`src/rtl/mem_deco_pkg.sv`:
```
// Shared constants and the read-tag type for the CPU/VGA memory bank decoder.
// Optional feature macro: MEM_DECO_OOR_EN (sticky out-of-range error flag).
package mem_deco_pkg;

  localparam int DEF_N_BANKS = 3;
  localparam int DEF_CPU_AW  = 14;
  localparam int DEF_VGA_AW  = 16;
  localparam int DEF_BANK_AW = 12;
  localparam int DEF_RD_LAT  = 1;

  // One delay-line entry: a read is in flight, and which bank answers it.
  typedef struct packed {
    logic       valid;
    logic [7:0] sel;
  } rd_tag_t;

  // Out-of-range reads still return a valid pulse, but steer the mux to bank 0.
  function automatic rd_tag_t make_tag(input logic valid, input logic in_range,
                                       input logic [7:0] idx);
    rd_tag_t t;
    t.valid = valid;
    t.sel   = (valid && in_range) ? idx : 8'd0;
    return t;
  endfunction

endpackage

```
`src/rtl/mem_deco_pipe.sv`:
```
// Fixed-depth delay line for read tags; aligns the read-mux select with bank RAM data.
// Optional feature macro: MEM_DECO_OOR_EN (not used in this file).
module mem_deco_pipe
  import mem_deco_pkg::*;
#(
  parameter int DEPTH = 2
) (
  input  logic    clk,
  input  logic    rst,
  input  rd_tag_t din,
  output rd_tag_t dout
);

  rd_tag_t stage [DEPTH];

  // Shift one tag per cycle; reset drops every in-flight read.
  always_ff @(posedge clk or posedge rst) begin
    if (rst) begin
      // NOTE: this array is a register chain, not a RAM; every stage is reset so no
      // stale valid bit can surface after reset.
      for (int i = 0; i < DEPTH; i++) stage[i] <= '0;
    end else begin
      stage[0] <= din;
      for (int i = 1; i < DEPTH; i++) stage[i] <= stage[i-1];
    end
  end

  assign dout = stage[DEPTH-1];

endmodule

```
`src/rtl/mem_bank_decoder.sv`:
```
// CPU/VGA address decoder for N dual-port memory banks: bank/word split, CPU write
// enables, write-vs-scan-out collision stall, and latency-aligned read-mux selects.
// Optional feature macro: MEM_DECO_OOR_EN adds the sticky oor_err flag and err_clr.
module mem_bank_decoder
  import mem_deco_pkg::*;
#(
  parameter  int N_BANKS = DEF_N_BANKS,
  parameter  int CPU_AW  = DEF_CPU_AW,
  parameter  int VGA_AW  = DEF_VGA_AW,
  parameter  int BANK_AW = DEF_BANK_AW,
  parameter  int RD_LAT  = DEF_RD_LAT,
  localparam int SEL_W   = $clog2(N_BANKS)
) (
  input  logic               clk,
  input  logic               rst,
  input  logic               cpu_req,
  input  logic               cpu_we,
  input  logic [CPU_AW-1:0]  cpu_addr,
  output logic               cpu_gnt,
  input  logic               vga_req,
  input  logic [VGA_AW-1:0]  vga_addr,
  output logic [BANK_AW-1:0] bank_addr_cpu,
  output logic [BANK_AW-1:0] bank_addr_vga,
  output logic [N_BANKS-1:0] bank_wren,
  output logic [SEL_W-1:0]   cpu_sel,
  output logic               cpu_rvalid,
  output logic [SEL_W-1:0]   vga_sel,
  output logic               vga_rvalid
`ifdef MEM_DECO_OOR_EN
  ,
  output logic               oor_err,
  input  logic               err_clr
`endif
);

  // Bank indices are widened to 32 bits so CPU and VGA indices of different widths
  // compare directly and N_BANKS need not be a power of two.
  logic [31:0]        cpu_idx;
  logic [31:0]        vga_idx;
  logic [BANK_AW-1:0] cpu_word;
  logic [BANK_AW-1:0] vga_word;
  logic               cpu_in_range;
  logic               vga_in_range;
  logic               collision;

  assign cpu_idx      = 32'(cpu_addr[CPU_AW-1:BANK_AW]);
  assign vga_idx      = 32'(vga_addr[VGA_AW-1:BANK_AW]);
  assign cpu_word     = cpu_addr[BANK_AW-1:0];
  assign vga_word     = vga_addr[BANK_AW-1:0];
  assign cpu_in_range = cpu_idx < 32'(N_BANKS);
  assign vga_in_range = vga_idx < 32'(N_BANKS);

  // VGA scan-out is never stalled, so a CPU write to the very word being read waits.
  assign collision = cpu_req & cpu_we & vga_req &
                     (cpu_idx == vga_idx) & (cpu_word == vga_word);
  assign cpu_gnt   = cpu_req & ~collision;

  // Register bank-port addresses and the one-hot write enable for the accepted access.
  always_ff @(posedge clk or posedge rst) begin
    if (rst) begin
      bank_addr_cpu <= '0;
      bank_addr_vga <= '0;
      bank_wren     <= '0;
    end else begin
      // NOTE: non-blocking assignments keep every register sampling pre-edge values,
      // independent of statement order.
      if (cpu_gnt) bank_addr_cpu <= cpu_word;
      if (vga_req) bank_addr_vga <= vga_word;
      bank_wren <= (cpu_gnt & cpu_we & cpu_in_range) ? (N_BANKS'(1) << cpu_idx) : '0;
    end
  end

  rd_tag_t cpu_tag_in;
  rd_tag_t cpu_tag_out;
  rd_tag_t vga_tag_in;
  rd_tag_t vga_tag_out;

  assign cpu_tag_in = make_tag(cpu_gnt & ~cpu_we, cpu_in_range, 8'(cpu_idx));
  assign vga_tag_in = make_tag(vga_req, vga_in_range, 8'(vga_idx));

  // One register stage for the address plus RD_LAT stages of RAM latency.
  mem_deco_pipe #(.DEPTH(1 + RD_LAT)) u_cpu_pipe (
    .clk  (clk),
    .rst  (rst),
    .din  (cpu_tag_in),
    .dout (cpu_tag_out)
  );

  mem_deco_pipe #(.DEPTH(1 + RD_LAT)) u_vga_pipe (
    .clk  (clk),
    .rst  (rst),
    .din  (vga_tag_in),
    .dout (vga_tag_out)
  );

  assign cpu_rvalid = cpu_tag_out.valid;
  assign cpu_sel    = cpu_tag_out.sel[SEL_W-1:0];
  assign vga_rvalid = vga_tag_out.valid;
  assign vga_sel    = vga_tag_out.sel[SEL_W-1:0];

  // Tag select bits above SEL_W are always zero and carry nothing.
  logic unused_sel_bits;
  assign unused_sel_bits = ^{cpu_tag_out.sel, vga_tag_out.sel};

`ifdef MEM_DECO_OOR_EN
  logic oor_hit;
  assign oor_hit = (cpu_gnt & ~cpu_in_range) | (vga_req & ~vga_in_range);

  // Sticky error flag; a new out-of-range access beats a simultaneous clear.
  always_ff @(posedge clk or posedge rst) begin
    if (rst)          oor_err <= 1'b0;
    else if (oor_hit) oor_err <= 1'b1;
    else if (err_clr) oor_err <= 1'b0;
  end
`endif

endmodule

```
`config.mk`:
```
export PLATFORM = sky130hd
export DESIGN_NAME = mem_bank_decoder
export DESIGN_NICKNAME = d
export VERILOG_FILES = /design/src/rtl/mem_deco_pkg.sv /design/src/rtl/mem_deco_pipe.sv /design/src/rtl/mem_bank_decoder.sv
export SDC_FILE = /design/constraint.sdc
export NUM_CORES = 1
export LEC_CHECK = 0
export BUFFER_PORTS_ARGS = -buffer_cell sky130_fd_sc_hd__buf_2
export CAP_MARGIN = 25
export CORE_UTILIZATION = 50
export CTS_BUF_LIST = sky130_fd_sc_hd__clkbuf_8
export DETAILED_ROUTE_END_ITERATION = 8
export PLACE_DENSITY = 0.78
export SLEW_MARGIN = 40
export SYNTH_ARGS = -nofsm -noshare
export SYNTH_HDL_FRONTEND = slang
export SYNTH_HIERARCHICAL = 1
export SYNTH_SLANG_ARGS = --single-unit
```
`constraint.sdc`:
```
create_clock -name clk -period 2 [get_ports clk]
set_input_delay 0.2 -clock clk [delete_from_list [all_inputs] [get_ports clk]]
set_output_delay 0.2 -clock clk [all_outputs]
set_load 0.02 [all_outputs]
```
==> impl_metrics.ini, run 1 <==
[timing]
fin_crit_ps = 1840
fin_ws_ps = 159
worst_slew_pin_slew_ps = 354
fin_crit_sh_pct = 92.1
slew_violations = 0
setup_viol = 0
maxSlewHeadroom_pct = 76.4
hold_violations = 0
fmax_mhz = 543
hold_ws_ps = 118
tns_ps = 0
clock_skew_ps = 2.41
rsz0062_at_grt = false

[clock_network]
clk_pin_slew_ps = 70
cts_setup_buffers = 0
cts_buffers = 5
clk_latency_ps = 280
ctsRootBufferMaster = clkbuf_8
h-tree-depth = 2
cts_tree = built
cts.sinks = 39
clockBufferDepth = 2
cts_resized = 0
ctsHoldBuffers = 1

[place]
postPlaceCellArea_sq_um = 1970
place.gp.congestion = 0.808
dp_hpwl_mm = 2.56
preCtsSetupSlack_ps = 79.1
io_buffers = 68

[flow_run]
maxCapViolCount = 0

[global_routing]
grt_use_met3_pct = 4.18
grt_max_degree = 28
grt_pass1_wl_mm = 5.24
grt_busiest_layer = met2
grt_util_met2_pct = 37.3
first_global_vias = 1136
grtUsageMet1_pct = 25.7
overflow = 0
antenna_found_initial = 0
track_usage_pct = 21.3

[power]
power.internal_mw = 1.39
p_clk_share_pct = 36.0
max-vdd-ir-drop_v = 0.000437
power.net_switching_mw = 0.470
p_leak_nw = 1.10
total_power_mw = 1.86
p_comb_share_pct = 17.0
power_density_nw_per_um2 = 885
switching_share_pct = 25.2
pwr-share-seq_pct = 47.0

[run_status]
status = finished clean

[critical_path]
regToRegStartpoint = bank_addr_cpu[0]$_DFFE_PP0N_
cpMostUsedCell = buf_2
reg2regPathDepth = 1
cp_cell_sequence = buf_2 > or3b_1 > nor4_2 > nand4_1 > nand2_2 > buf_12 > inv_1 > buf_2
worstSetupPathType = in -> out
endpoint_kind = output pin
worst-path-max-fanout = 9
slowest_delay_ps = 430
cp-start-kind = primary input
slowest_stage = or3b_1
worstReg2RegEnd = bank_addr_cpu[0]$_DFFE_PP0N_
r2r_slack_ps = 1220
crit_arrival_ps = 1640
worstPathRequired_ps = 1800

[floorplan]
rows = 20
core_region_area_sq_um = 3050
die_h_um = 58.6
fp.dieW_um = 58.6
initial_utilization_pct = 52.4
io_pins = 69
die_area_sq_um = 3430

[cells_and_area]
n_fill_cell = 244
layout-drive-gt1-share_pct = 58.2
stdcell_area_sq_um = 2100
n_antenna_cell = 0
layout.nets = 216
area_delta_synth_final_pct = 31.4

[detailed_routing]
wirelength_mm = 3.23
post_drt_via_cell_ratio = 4.72
drt_iter0_drc = 22
drt_pre_antenna_iters = 4
via_count = 1066
wl_per_cell_um = 14.3
drc = 0
antenna_left = 0

[synthesis]
synth_area_sq_um = 1600
ys_warn_count = 6
synth_cells = 109
synth_fp_nets = 144
avgSynthCellArea_sq_um = 14.7

[hold_path]
hold_depth = 2
hold_start = vga_addr[12]
hold_end = u_vga_pipe/stage[10]$_DFF_PP0_
hp-class = in -> reg
layer usage:
metal  routed length, um  part of all wire [%]
met4                  31                  0.96
met1                1330                    41
met2                1720                    53
met3                 154                   4.8
met5                   0                     0
layout by cell type, fill, tap and decap left out:
cell,count
bufinv_16,1
nor2_1,4
xor2_1,14
or3b_1,1
dfrtp_1,39
buf_4,3
clkinv_2,1
nand4_1,1
buf_12,1
buf_2,68
nor3b_1,2
mux2_2,15
clkbuf_8,6
nand3_1,1
nand2_1,1
nor4_1,3
nor3_1,1
nor4_2,1
dlygate4sd3_1,1
nand2_2,1
mux2_4,9
nand2b_1,3
inv_1,5
flip-flops by register name (all words and copies together) (netlist names):
register          count
bank_addr_cpu        12
bank_addr_vga        12
bank_wren             3
u_cpu_pipe/dout       3
u_cpu_pipe/stage      3
u_vga_pipe/dout       3
u_vga_pipe/stage      3
worst max path at each step:
stage	start	to	slack, ps	cells after the start
after floorplan	vga_addr[15]	bank_addr_cpu[0]$_DFFE_PP0N_	300	6
after global placement	vga_addr[15]	bank_addr_cpu[10]$_DFFE_PP0N_	150	7
after detailed placement	vga_addr[15]	bank_addr_cpu[10]$_DFFE_PP0N_	80	7
after CTS	vga_addr[15]	cpu_gnt	140	8
after global routing	vga_addr[15]	cpu_gnt	20	8
final	vga_addr[15]	cpu_gnt	160	8
critical path: cells and delay by family:
family                 cells  cell delay, ps
buffers and inverters      4             430
and+or+nand+nor            4            1020
power by group through the flow:
stage	Sequential [mW]	Combinational, mW	Clock [mW]
2_1_floorplan	0.950	0.125	0
3_3_place_gp	0.886	0.310	0
6_report	0.874	0.315	0.670
3_5_place_dp	0.889	0.317	0
5_1_grt	0.880	0.339	0.711
4_1_cts	0.875	0.319	0.684
layout make-up:
cell class              count  area (sq um)  area share, %
repair buffers             73           393           18.7
clock buffers               6          82.6           3.93
inverters                   5          18.8          0.893
multi-input cells          57           542           25.8
well taps                  44          55.1           2.62
clock inverters             2          35.0           1.67
flip-flops and latches     39           976           46.4
stage by stage:
stage               instances  util (%)
detailed placement        217      64.7
finish                    226      68.9
global placement          217      64.7
floorplan                 109         -
global route              226      68.9
CTS                       226      68.9
Power figures use the tool's default switching activity.
==> run 2: changes to the inputs <==
--- a/config.mk
+++ b/config.mk
@@ -11,6 +11,7 @@
 export CTS_BUF_LIST = sky130_fd_sc_hd__clkbuf_8
 export DETAILED_ROUTE_END_ITERATION = 8
 export PLACE_DENSITY = 0.78
+export RECOVER_POWER = 25
 export SLEW_MARGIN = 40
 export SYNTH_ARGS = -nofsm -noshare
 export SYNTH_HDL_FRONTEND = slang
==> constraint.sdc (replaced) <==
create_clock -name clk -period 1.97 [get_ports clk]
set_input_delay 0.197 -clock clk [delete_from_list [all_inputs] [get_ports clk]]
set_output_delay 0.197 -clock clk [all_outputs]
set_load 0.02 [all_outputs]
==> impl_metrics.ini, run 2 (synthesis results as in run 1) <==
[detailed_routing]
via_count = 1071
drc = 0
post_drt_via_cell_ratio = 4.72
antenna_left = 0
drt_iter0_drc = 16
wirelength_mm = 3.23
drt_pre_antenna_iters = 4
wl_per_cell_um = 14.2

[cells_and_area]
multiInputGateArea_sq_um = 542
final_common_cell = buf_2
layout-drive-gt1-share_pct = 56.8
area_delta_synth_final_pct = 31.4
regArea_sq_um = 976
fin_cells = 227
layout.nets = 217
reg_top3 = bank_addr_cpu x12, bank_addr_vga x12
mostFrequentLayoutCells = 66 x buf_2, 39 x dfrtp_1, 15 x mux2_2
n_antenna_cell = 0
n_fill_cell = 246

[global_routing]
grt_pass1_wl_mm = 5.24
grt_max_degree = 28
track_usage_pct = 21.3
antenna_found_initial = 0
overflow = 0
first_global_vias = 1136

[timing]
fin_ws_ps = 128
setup_viol = 0
fmax_mhz = 543
hold_violations = 0
clock_skew_ps = 2.53
slew_violations = 0
worst_slew_pin_slew_ps = 690
fin_crit_sh_pct = 93.5
fin_crit_ps = 1840
maxSlewHeadroom_pct = 54.0
tns_ps = 0

[power]
p_leak_nw = 1.10
max-vdd-ir-drop_v = 0.000443
total_power_mw = 1.89
switching_share_pct = 25.2
power.internal_mw = 1.41
power.net_switching_mw = 0.475
p_comb_share_pct = 16.9
power_density_nw_per_um2 = 896
pwr-share-seq_pct = 47.1
p_clk_share_pct = 36.1

[floorplan]
fp.dieW_um = 58.6
initial_utilization_pct = 52.4
die_h_um = 58.6
io_pins = 69
rows = 20
die_area_sq_um = 3430
core_region_area_sq_um = 3050

[place]
preCtsSetupSlack_ps = 52.1
dp_hpwl_mm = 2.56
io_buffers = 68
dp.cells = 217
place.gp.congestion = 0.808

[hold_path]
hold_start = vga_addr[13]
hp-class = in -> reg
hold_depth = 2

[critical_path]
crit_start = vga_addr[15]
reg2regPathDepth = 1
crit_arrival_ps = 1650
worstPathRequired_ps = 1770
regToRegStartpoint = bank_addr_cpu[0]$_DFFE_PP0N_
worstSetupPathType = in -> out
cp-start-kind = primary input
slowest_delay_ps = 430
slowest_stage = or3b_1
cp_cell_sequence = buf_2 > or3b_1 > nor4_2 > nand4_1 > nand2_2 > buf_12 > inv_1 > buf_2
endpoint_kind = output pin
cpMostUsedCell = buf_2
worst-path-max-fanout = 9

[clock_network]
ctsRootBufferMaster = clkbuf_8
clockBufferDepth = 2
cts_resized = 0
cts.sinks = 39
cts_tree = built
clk_pin_slew_ps = 70
cts_buffers = 5
h-tree-depth = 2
clk_latency_ps = 280

[flow_run]
maxCapViolCount = 0

[run_status]
status = finished clean
run 2: critical path: cells and delay by family:
family	cells	cell delay, ps
buffers and inverters	4	430
AND/OR/NAND/NOR	4	1020
run 2: final timing paths:
kind / end / slack, ps
max: cpu_gnt / 130
min: u_vga_pipe/stage[9]$_DFF_PP0_ / 110
max reg2reg: bank_addr_cpu[0]$_DFFE_PP0N_ / 1190
min reg2reg: u_cpu_pipe/dout[8]$_DFF_PP0_ / 350
max in group asynchronous: bank_addr_vga[6]$_DFFE_PP0P_ / 1170
min in group asynchronous: u_vga_pipe/dout[8]$_DFF_PP0_ / 380
run 2: stage by stage:
stage / area, sq um / hold slack (ps) / utilization [%]
after floorplan: 1600 / -12.0 / -
after global placement: 1970 / 124 / 64.7
after CTS: 2100 / 102 / 68.9
after global routing: 2100 / 106 / 68.9
after detailed placement: 1970 / 138 / 64.7
final: 2100 / 114 / 68.9
run 2: what timing repair did:
item	in CTS	in global routing
setup endpoints to repair	0	1
hold endpoints to repair	39	0
buffers inserted	0	1
hold buffers	1	0
run 2: metal layers:
layer	GRT usage (%)	part of all wire (%)
met1	25.7	40
met2	37.3	52
met3	4.18	5.0
met4	9.18	2.2
met5	0	0
run 2: final cells by class:
type	count	share of cell area (%)
Sequential cell	39	46.4
Timing Repair Buffer	74	18.7
Clock buffer	6	3.93
Inverter	5	0.892
Tap cell	44	2.62
Multi-Input combinational cell	57	25.8
Clock inverter	2	1.67
run 2: power groups by stage:
stage                     Clock [mW]  Sequential, mW  Combinational [mW]
after floorplan                    0           0.964               0.127
after global placement             0           0.899               0.314
after detailed placement           0           0.903               0.322
after CTS                      0.694           0.888               0.324
after global routing           0.722           0.893               0.342
final                          0.680           0.887               0.318
